--- src/rtl/uart_apb_pkg.sv ---
// Shared definitions for the UART-to-APB bridge.
// Holds the frame opcodes, error codes and the RX decoder state type.
package uart_apb_pkg;

    localparam logic [7:0] OP_WRITE = 8'h57;
    localparam logic [7:0] OP_READ  = 8'h52;

    localparam logic [1:0] ERR_OPCODE  = 2'b01;
    localparam logic [1:0] ERR_TIMEOUT = 2'b10;

    typedef enum logic [1:0] {
        StIdle,
        StAddr,
        StData,
        StIssue
    } rx_state_e;

    function automatic logic is_opcode(input logic [7:0] b);
        return (b == OP_WRITE) || (b == OP_READ);
    endfunction

endpackage

--- src/rtl/rx_cmd_decoder_if.sv ---
// RX FIFO read port plus APB command handshake for the RX command decoder.
// master = decoder side, slave = FIFO/APB-master side.
interface rx_cmd_decoder_if #(
    parameter int unsigned FIFO_WIDTH = 32
);

    logic [FIFO_WIDTH-1:0] fifo_rdata;
    logic                  fifo_empty;
    logic                  fifo_ren;
    logic                  cmd_valid;
    logic                  cmd_ready;
    logic                  cmd_write;
    logic [31:0]           cmd_addr;
    logic [31:0]           cmd_wdata;
    logic                  frame_err;
    logic [1:0]            err_code;

    modport master (
        input  fifo_rdata,
        input  fifo_empty,
        input  cmd_ready,
        output fifo_ren,
        output cmd_valid,
        output cmd_write,
        output cmd_addr,
        output cmd_wdata,
        output frame_err,
        output err_code
    );

    modport slave (
        output fifo_rdata,
        output fifo_empty,
        output cmd_ready,
        input  fifo_ren,
        input  cmd_valid,
        input  cmd_write,
        input  cmd_addr,
        input  cmd_wdata,
        input  frame_err,
        input  err_code
    );

endinterface

--- src/rtl/rx_timeout_cnt.sv ---
// Inter-byte timeout counter: clear wins over enable, saturates at TIMEOUT.
// Shared between the RX and TX paths of the bridge.
module rx_timeout_cnt #(
    parameter int unsigned TIMEOUT = 1023,
    parameter int unsigned TO_BITS = $clog2(TIMEOUT + 1)
) (
    input  logic i_clk,
    input  logic i_reset,
    input  logic i_clear,
    input  logic i_enable,
    output logic o_expired
);

    logic [TO_BITS-1:0] r_count;
    logic               w_expired;

    assign w_expired = (r_count == TO_BITS'(TIMEOUT));
    assign o_expired = w_expired;

    always_ff @(posedge i_clk) begin
        if (i_reset) begin
            r_count <= '0;
        end else if (i_clear) begin
            r_count <= '0;
        end else if (i_enable && !w_expired) begin
            r_count <= r_count + TO_BITS'(1);
        end
    end

endmodule

--- src/rtl/rx_cmd_decoder.sv ---
// Pops UART bytes from the RX FIFO, assembles opcode/address/data frames and
// presents one APB command at a time; flags bad opcodes and stalled frames.
module rx_cmd_decoder
    import uart_apb_pkg::*;
#(
    parameter int unsigned FIFO_WIDTH = 32,
    parameter int unsigned TIMEOUT    = 1023,
    parameter int unsigned TO_BITS    = $clog2(TIMEOUT + 1)
) (
    input  logic             r_clk,
    input  logic             reset,
    rx_cmd_decoder_if.master bus
);

    rx_state_e   r_state, w_state_d;
    logic        r_inflight, w_inflight_d;
    logic [1:0]  r_byte_cnt, w_byte_cnt_d;
    logic        r_cmd_valid, w_cmd_valid_d;
    logic        r_cmd_write, w_cmd_write_d;
    logic [31:0] r_cmd_addr, w_cmd_addr_d;
    logic [31:0] r_cmd_wdata, w_cmd_wdata_d;
    logic        r_frame_err, w_frame_err_d;
    logic [1:0]  r_err_code, w_err_code_d;

    logic       w_in_frame;
    logic       w_expired;
    logic       w_timeout;
    logic       w_ren;
    logic [7:0] w_byte;
    logic       w_unused_rdata;

    assign w_byte         = bus.fifo_rdata[7:0];
    assign w_unused_rdata = ^bus.fifo_rdata[FIFO_WIDTH-1:8];
    assign w_in_frame     = (r_state == StAddr) || (r_state == StData);
    assign w_timeout      = w_in_frame && w_expired;

    // Held off during reset so no byte is popped and then silently dropped.
    assign w_ren = !reset && (r_state != StIssue) && !bus.fifo_empty && !r_inflight;

    rx_timeout_cnt #(
        .TIMEOUT (TIMEOUT),
        .TO_BITS (TO_BITS)
    ) u_timeout (
        .i_clk     (r_clk),
        .i_reset   (reset),
        .i_clear   (r_inflight || !w_in_frame),
        .i_enable  (w_in_frame),
        .o_expired (w_expired)
    );

    always_comb begin
        w_state_d     = r_state;
        w_inflight_d  = w_ren && !w_timeout;
        w_byte_cnt_d  = r_byte_cnt;
        w_cmd_write_d = r_cmd_write;
        w_cmd_addr_d  = r_cmd_addr;
        w_cmd_wdata_d = r_cmd_wdata;
        w_frame_err_d = 1'b0;
        w_err_code_d  = r_err_code;

        case (r_state)
            StIdle: begin
                if (r_inflight) begin
                    if (is_opcode(w_byte)) begin
                        w_state_d     = StAddr;
                        w_cmd_write_d = (w_byte == OP_WRITE);
                        w_cmd_addr_d  = '0;
                        w_cmd_wdata_d = '0;
                        w_byte_cnt_d  = '0;
                    end else begin
                        w_frame_err_d = 1'b1;
                        w_err_code_d  = ERR_OPCODE;
                    end
                end
            end
            StAddr, StData: begin
                // A timeout discards both the captured and the just-popped byte.
                if (w_timeout) begin
                    w_state_d     = StIdle;
                    w_byte_cnt_d  = '0;
                    w_frame_err_d = 1'b1;
                    w_err_code_d  = ERR_TIMEOUT;
                end else if (r_inflight) begin
                    w_byte_cnt_d = r_byte_cnt + 2'd1;
                    if (r_state == StAddr) begin
                        w_cmd_addr_d = {r_cmd_addr[23:0], w_byte};
                        if (r_byte_cnt == 2'd3) begin
                            w_state_d = r_cmd_write ? StData : StIssue;
                            if (!r_cmd_write) begin
                                w_cmd_wdata_d = '0;
                            end
                        end
                    end else begin
                        w_cmd_wdata_d = {r_cmd_wdata[23:0], w_byte};
                        if (r_byte_cnt == 2'd3) begin
                            w_state_d = StIssue;
                        end
                    end
                end
            end
            StIssue: begin
                if (bus.cmd_ready) begin
                    w_state_d = StIdle;
                end
            end
            default: w_state_d = StIdle;
        endcase

        w_cmd_valid_d = (w_state_d == StIssue);
    end

    always_ff @(posedge r_clk) begin
        if (reset) begin
            r_state     <= StIdle;
            r_inflight  <= 1'b0;
            r_byte_cnt  <= '0;
            r_cmd_valid <= 1'b0;
            r_cmd_write <= 1'b0;
            r_cmd_addr  <= '0;
            r_cmd_wdata <= '0;
            r_frame_err <= 1'b0;
            r_err_code  <= '0;
        end else begin
            r_state     <= w_state_d;
            r_inflight  <= w_inflight_d;
            r_byte_cnt  <= w_byte_cnt_d;
            r_cmd_valid <= w_cmd_valid_d;
            r_cmd_write <= w_cmd_write_d;
            r_cmd_addr  <= w_cmd_addr_d;
            r_cmd_wdata <= w_cmd_wdata_d;
            r_frame_err <= w_frame_err_d;
            r_err_code  <= w_err_code_d;
        end
    end

    assign bus.fifo_ren  = w_ren;
    assign bus.cmd_valid = r_cmd_valid;
    assign bus.cmd_write = r_cmd_write;
    assign bus.cmd_addr  = r_cmd_addr;
    assign bus.cmd_wdata = r_cmd_wdata;
    assign bus.frame_err = r_frame_err;
    assign bus.err_code  = r_err_code;

endmodule
--- src/flat_wrapper.sv ---
// flat-port wrapper written by rule: the top's interface ports become plain ports
module rx_cmd_decoder_flat import uart_apb_pkg::*;
#(
    parameter int unsigned FIFO_WIDTH = 32,
    parameter int unsigned TIMEOUT    = 1023,
    parameter int unsigned TO_BITS    = $clog2(TIMEOUT + 1)
)
  (r_clk, reset, bus_fifo_rdata, bus_fifo_empty, bus_cmd_ready, bus_fifo_ren, bus_cmd_valid, bus_cmd_write, bus_cmd_addr, bus_cmd_wdata, bus_frame_err, bus_err_code);
  rx_cmd_decoder_if #(.FIFO_WIDTH(FIFO_WIDTH)) bus_i ();
  input  logic r_clk;
  input  logic reset;
  input wire logic [$bits(bus_i.fifo_rdata)-1:0] bus_fifo_rdata;
  input wire logic [$bits(bus_i.fifo_empty)-1:0] bus_fifo_empty;
  input wire logic [$bits(bus_i.cmd_ready)-1:0] bus_cmd_ready;
  output wire logic [$bits(bus_i.fifo_ren)-1:0] bus_fifo_ren;
  output wire logic [$bits(bus_i.cmd_valid)-1:0] bus_cmd_valid;
  output wire logic [$bits(bus_i.cmd_write)-1:0] bus_cmd_write;
  output wire logic [$bits(bus_i.cmd_addr)-1:0] bus_cmd_addr;
  output wire logic [$bits(bus_i.cmd_wdata)-1:0] bus_cmd_wdata;
  output wire logic [$bits(bus_i.frame_err)-1:0] bus_frame_err;
  output wire logic [$bits(bus_i.err_code)-1:0] bus_err_code;
  assign bus_i.fifo_rdata = bus_fifo_rdata;
  assign bus_i.fifo_empty = bus_fifo_empty;
  assign bus_i.cmd_ready = bus_cmd_ready;
  assign bus_fifo_ren = bus_i.fifo_ren;
  assign bus_cmd_valid = bus_i.cmd_valid;
  assign bus_cmd_write = bus_i.cmd_write;
  assign bus_cmd_addr = bus_i.cmd_addr;
  assign bus_cmd_wdata = bus_i.cmd_wdata;
  assign bus_frame_err = bus_i.frame_err;
  assign bus_err_code = bus_i.err_code;
  rx_cmd_decoder #(.FIFO_WIDTH(FIFO_WIDTH), .TIMEOUT(TIMEOUT), .TO_BITS(TO_BITS)) u_core (.r_clk(r_clk), .reset(reset), .bus(bus_i));
endmodule
--- config.mk ---
export PLATFORM = sky130hd
export DESIGN_NAME = rx_cmd_decoder_flat
export DESIGN_NICKNAME = d
export VERILOG_FILES = /design/src/rtl/uart_apb_pkg.sv /design/src/rtl/rx_cmd_decoder_if.sv /design/src/rtl/rx_timeout_cnt.sv /design/src/rtl/rx_cmd_decoder.sv /design/src/flat_wrapper.sv
export SDC_FILE = /design/constraint.sdc
export NUM_CORES = 1
export LEC_CHECK = 0
export BUFFER_PORTS_ARGS = -buffer_cell sky130_fd_sc_hd__buf_2
export CORE_MARGIN = 8
export CORE_UTILIZATION = 40
export CTS_BUF_LIST = sky130_fd_sc_hd__clkbuf_2
export DETAILED_ROUTE_END_ITERATION = 12
export PLACE_DENSITY = 0.64
export SLEW_MARGIN = 10
export SYNTH_ARGS = -nofsm -noshare
export SYNTH_HDL_FRONTEND = slang
export SYNTH_HIERARCHICAL = 1
export SYNTH_SLANG_ARGS = --single-unit
export TNS_END_PERCENT = 50
--- constraint.sdc ---
create_clock -name r_clk -period 4.8 [get_ports r_clk]
set_clock_uncertainty 0.2 [all_clocks]
set_input_delay 0.72 -clock r_clk [delete_from_list [all_inputs] [get_ports r_clk]]
set_output_delay 0.72 -clock r_clk [all_outputs]
set_load 0.02 [all_outputs]
==> results of run 1 <==
-- cell type report --
class | count | area [um2] | area share, %
clock buffers | 9 | 45.04 | 0.9934
clock inverters | 7 | 75.07 | 1.656
inverters | 8 | 30.03 | 0.6623
multi-input cells | 305 | 2101 | 46.33
flip-flops and latches | 84 | 1682 | 37.09
well taps | 133 | 166.4 | 3.670
repair buffers | 85 | 435.4 | 9.603
-- power breakdown --
group / total [mW] / internal, mW / switching, mW
Sequential: 0.703 / 0.701 / 0.00168
Combinational: 0.0482 / 0.0111 / 0.0372
Clock: 0.388 / 0.125 / 0.264
Total: 1.14 / 0.837 / 0.302
-- metal layers --
layer  vias to the layer above  share of wire, %  GRT usage (%)
met5                         -                 0              0
met4                         0              0.99          4.840
met3                         9               8.4          6.201
met2                        98                46          23.76
met1                      1648                45          18.98
li1                       1697                 -              -
-- worst min-delay path, cell delays in order --
cell and delay [ns]:
buf_2 0.08, nor4_1 0.05, a21boi_0 0.11
-- kinds of logic (layout without fill, tap and decap cells) --
kind of cell               after synthesis  after routing
DFF                                     84             84
buffers and inverters                   45            109
adders and majority gates                8              8
muxes                                   28             28
xor gates and xnor gates                 5              5
and+or+nand+nor                        147            147
AOI/OAI and AO/OA                      117            117
-- placed cells by master (no fill, tap or decap), types with 2 or more instances in the layout --
cell type | netlist | layout
dfxtp_1 | 84 | 84
buf_2 | 0 | 81
a21oi_1 | 44 | 44
nand4_1 | 36 | 36
o21ai_0 | 36 | 36
nand2_1 | 32 | 32
nor2b_1 | 23 | 23
nor2_1 | 13 | 13
mux2i_1 | 12 | 12
and3_1 | 10 | 10
mux2_4 | 10 | 10
clkbuf_2 | 0 | 9
a41o_1 | 9 | 9
a31oi_1 | 9 | 9
ha_1 | 8 | 8
inv_1 | 7 | 7
nand3_1 | 7 | 7
and2_1 | 5 | 5
nand2b_1 | 4 | 4
nor3_1 | 4 | 4
xor2_1 | 4 | 4
mux2_1 | 4 | 4
buf_4 | 2 | 4
clkinv_4 | 0 | 2
inv_6 | 0 | 2
clkinv_2 | 0 | 2
a211o_1 | 2 | 2
a21o_1 | 2 | 2
o31ai_1 | 2 | 2
mux2_2 | 2 | 2
-- flip-flops by register name, indices dropped and copies added (netlist names) --
name,flops
u_core/r_byte_cnt,2
u_core/r_inflight,1
u_core/bus.frame_err,1
u_core/u_timeout/r_count,10
u_core/bus.cmd_write,1
u_core/bus.err_code,2
u_core/bus.cmd_wdata,32
u_core/r_state,2
u_core/bus.cmd_addr,32
u_core/bus.cmd_valid,1
-- final timing paths --
check | slack (ns) | startpoint | end | cells past startpoint
max | 1.40 | u_core/u_timeout/r_count[0] | u_core/bus.cmd_wdata[30] | 8
min | 0.23 | bus_fifo_empty | u_core/r_inflight | 3
max reg2reg | 1.40 | u_core/u_timeout/r_count[0] | u_core/bus.cmd_wdata[30] | 8
min reg2reg | 0.28 | u_core/bus.err_code[0] | u_core/bus.err_code[0] | 2
==> impl_metrics.ini, run 1 <==
[timing]
tightestPinTransition_ns = 1.163
max_freq_ghz = 0.2937
relSlewSlack_pct = 22.49
hold_ws_ns = 0.2263
drv_slew = 0
timing.final.crit_share_pct = 70.93
finalSetupViolations = 0
tns_ns = 0
final.min_clock_period_ns = 3.405
hold_viol_final = 0
fin_ws_ns = 1.395
rsz0062_at_grt = no

[power_and_ir_drop]
peakVddDrop_v = 0.0001605
p_leak_nw = 1.900
total_power_mw = 1.139
cellPowerDensity_mw_per_mm2 = 251.3

[floorplan]
core_area_mm2 = 0.009729
die_h_um = 115.7
io_pins = 106
start_util_pct = 40.90
fp-row-count = 36
die_w_um = 115.7
die_area_mm2 = 0.01339

[synthesis]
yosysUniqueCellTypes = 57
async_flop_share_pct = 0
synth_simple_gate_area_share_pct = 21.54
synth_top_area_cell = dfxtp_1
seq_area_frac_synth_pct = 42.26
synth-compound-area-share_pct = 18.68
synth-seq-cells = 84
yosys-top-cells-count = dfxtp_1 (84), a21oi_1 (44), nand4_1 (36), o21ai_0 (36), nand2_1 (32)
yosys_warnings = 6
syn_nets = 478
syn_inst = 434
postSynthAreaPerCell_um2 = 9.168
synth_mux_area_share_pct = 8.491
synth_xor_area_share_pct = 1.101
synth_edf_count = 0
synth_area_leaders = dfxtp_1 (42%), nand4_1 (5.7%), a21oi_1 (5.5%)
synth_most_common_cell = dfxtp_1
synth_top_area_share_pct = 42.26
synth_area_mm2 = 0.003979
ys.flop_type = dfxtp_1
synth_top_family_by_area = simple AND/OR/NAND/NOR gates
synth_adder_area_share_pct = 2.516

[worst_setup_path]
crit_required_ns = 5.08
path_cells = ha_1, nand2_1, or3_4, inv_1, o31ai_2, and3_1, buf_4, mux2_1
worstPathArrival_ns = 3.69
crit_buf_inv = 2
path_class = flop to flop
critPathTopFamily = simple AND/OR/NAND/NOR gates
setup.worst_path.start_class = flop
path_max_fanout = 23
max_stage_delay_ns = 0.67
slowest_stage = o31ai_2
crit_path_end_kind = flop

[layout]
area_delta_synth_final_pct = 13.96
drive_above_1_share_pct = 25.50
num-nets-final = 537
design_area_mm2 = 0.004534
n_antenna_cell = 0
fill_cells = 1006
post_layout_nonfiller_instances = 631
final_core_util_pct = 46.60

[clock_network]
clock_latency_ns = 0.55
clockBufferDepth = 2
cts_num_sinks = 84
cts_buffers = 9
h-tree-depth = 3
cts.clk_slew.worst_paths_ns = 0.24
postCtsSetupBuffers = 0
root_buffer = clkbuf_2
ctsResizeCount = 0
cts_tree = yes
postCtsHoldBufs = 0

[global_routing]
grt.overflow.total = 0
track_usage_pct = 15.32
grt_first_pass_wirelength_mm = 16.42
grt_pass1_vias = 3358
grt_max_degree = 59
antenna_found_initial = 0

[run_status]
outcome = finished, final reports clean

[routing]
viasPerCell = 5.471
ant_nets = 0
drc_errors = 0
totalWireLength_mm = 10.28
drt_pass1_iterations = 4
drt_iter0_markers = 188
vias = 3452
wl_per_cell_um = 16.30

[placement]
placed_area_mm2 = 0.004403
io_buffers = 81
dpl.hpwl_mm = 6.917
place_inst = 615
dp_slack_ns = 1.389
place.gp.congestion = 0.7781

[flow_run]
cap_viol_max_count = 0

[min_path]
hp-class = input pin to flop
Power figures use the tool's default switching activity.
==> inputs of run 2 (changes only) <==
Settings changed: PLACE_DENSITY 0.64 to 0.67.
Clock period 4.8 ns to 3 ns, I/O delays scaled along.
==> run 2 against run 1 <==
Against the previous run: via count increased by 1.6%; sequential power up 59%; wire length about the same; total power grew 65%; final area grew 3.5%; worst hold slack got worse by 0.15 ns; global-route usage up 0.37 points; core utilization rose by 1.6 points; sequential cell count did not move; fmax is 33% higher.
==> impl_metrics.ini, run 2 (same netlist as run 1, synthesis figures left out) <==
[timing]
tightestPinTransition_ns = 0.9510
timing.final.crit_share_pct = 85.40
hold_viol_final = 0
drv_slew = 0
hold_ws_ns = 0.07215
final.min_clock_period_ns = 2.562
rsz0062_at_grt = no
max_freq_ghz = 0.3903
tns_ns = 0
relSlewSlack_pct = 36.53
finalSetupViolations = 0

[clock_network]
cts.clk_slew.worst_paths_ns = 0.24
cts_tree = yes
clock_latency_ns = 0.56
root_buffer = clkbuf_2
cts_num_sinks = 84
h-tree-depth = 3
postCtsSetupBuffers = 0
cts_buffers = 9
clockBufferDepth = 2

[layout]
num-nets-final = 553
area_delta_synth_final_pct = 17.99
layout_common_cells = dfxtp_1 (84), buf_2 (81), a21oi_1 (44)
drive_above_1_share_pct = 26.07
n_antenna_cell = 0
final_common_cell = dfxtp_1

[power_and_ir_drop]
p_leak_nw = 1.980
total_power_mw = 1.883
peakVddDrop_v = 0.0003414
cellPowerDensity_mw_per_mm2 = 401.0

[routing]
drc_errors = 0
wl_per_cell_um = 15.91
drt_iter0_markers = 210
drt_pass1_iterations = 5
ant_nets = 0
totalWireLength_mm = 10.29
viasPerCell = 5.422
vias = 3508

[global_routing]
grt_first_pass_wirelength_mm = 16.87
track_usage_pct = 15.69
grt.overflow.total = 0
grt_max_degree = 42
grt_pass1_vias = 3428
antenna_found_initial = 0

[worst_setup_path]
path_max_fanout = 32
setup.worst_path.start_class = flop
worstPathArrival_ns = 2.80
slowest_stage = dfxtp_1
path_cells = ha_1, nand2_1, or3_4, inv_1, mux2i_1, and2_2, nand4_1, a21oi_1
crit_required_ns = 3.24
path_class = flop to flop
crit_path_end_kind = flop
max_stage_delay_ns = 0.44

[floorplan]
die_area_mm2 = 0.01339
io_pins = 106
start_util_pct = 40.90
core_area_mm2 = 0.009729
die_w_um = 115.7
die_h_um = 115.7
fp-row-count = 36

[flow_run]
cap_viol_max_count = 0

[min_path]
hp-class = input pin to flop

[placement]
io_buffers = 81
dpl.hpwl_mm = 7.061
place.gp.congestion = 0.7587

[run_status]
outcome = finished, final reports clean
==> run 2: changes by cell type in the layout (fill, tap and decap cells not counted), sizes merged <==
cell and delta:
bufinv +1, inv -2, clkinv +1, dlygate4sd3 +9
buf +7
==> run 2: final timing paths <==
| kind | startpoint | end | slack (ns) | depth (start not counted) |
|---|---|---|---|---|
| worst max-delay path | u_core/u_timeout/r_count[0] | u_core/bus.cmd_addr[21] | 0.44 | 8 |
| worst min-delay path | reset | u_core/r_byte_cnt[1] | 0.07 | 2 |
| worst max register to register | u_core/u_timeout/r_count[0] | u_core/bus.cmd_addr[21] | 0.44 | 8 |
| worst min register to register | u_core/bus.cmd_addr[1] | u_core/bus.cmd_addr[9] | 0.29 | 2 |
==> run 2: per-layer routing <==
metal	track usage [%]	vias to the layer above	wire length, um
met5	0	-	0
met4	5.099	0	63
met3	6.566	6	876
met2	24.26	109	4846
met1	19.31	1654	4504
li1	-	1739	-
==> run 2: report_power, final <==
| group | switching [mW] | internal [mW] | leakage [nW] | total [mW] |
|---|---|---|---|---|
| Combinational | 0.0616 | 0.0268 | 1.22 | 0.0884 |
| Clock | 0.397 | 0.273 | 0.0833 | 0.670 |
| Sequential | 0.00270 | 1.12 | 0.677 | 1.12 |
| Total | 0.461 | 1.42 | 1.98 | 1.88 |
==> run 2: critical path, delay by kind of cell, from the launching register on <==
kind | cells | cell delay [ns]
adder cells (fa/ha/maj) | 1 | 0.22
multiplexers | 1 | 0.16
AO/OA/AOI/OAI | 1 | 0.07
AND/OR/NAND/NOR | 4 | 1.17
flip-flops | 1 | 0.44
buffers and inverters | 1 | 0.18
==> run 2: per-stage QoR <==
step / instance area, um2 / util [%] / setup slack (ns) / instances
2_1_floorplan: 3979 / - / 0.5164 / 434
3_3_place_gp: 4456 / 45.79 / 0.2397 / 622
3_5_place_dp: 4456 / 45.79 / 0.2304 / 622
4_1_cts: 4682 / 48.12 / 0.1441 / 647
5_1_grt: 4695 / 48.25 / 0.2394 / 647
6_report: 4695 / 48.25 / 0.4381 / 647
==> run 2: layout make-up <==
cell class,instances,area [um2]
fill,966,5035
multi-input combinational,305,2102
sequential,84,1682
timing repair buffer,101,578.1
tap,133,166.4
clock inverter,7,91.34
clock buffer,9,45.04
inverter,8,30.03
==> run 2: timing repair <==
action | in CTS | in global routing
endpoints found under the hold margin | 9 | 0
hold buffers | 9 | 0
endpoints found under the setup margin | 0 | 23
gates resized for setup | 0 | 2
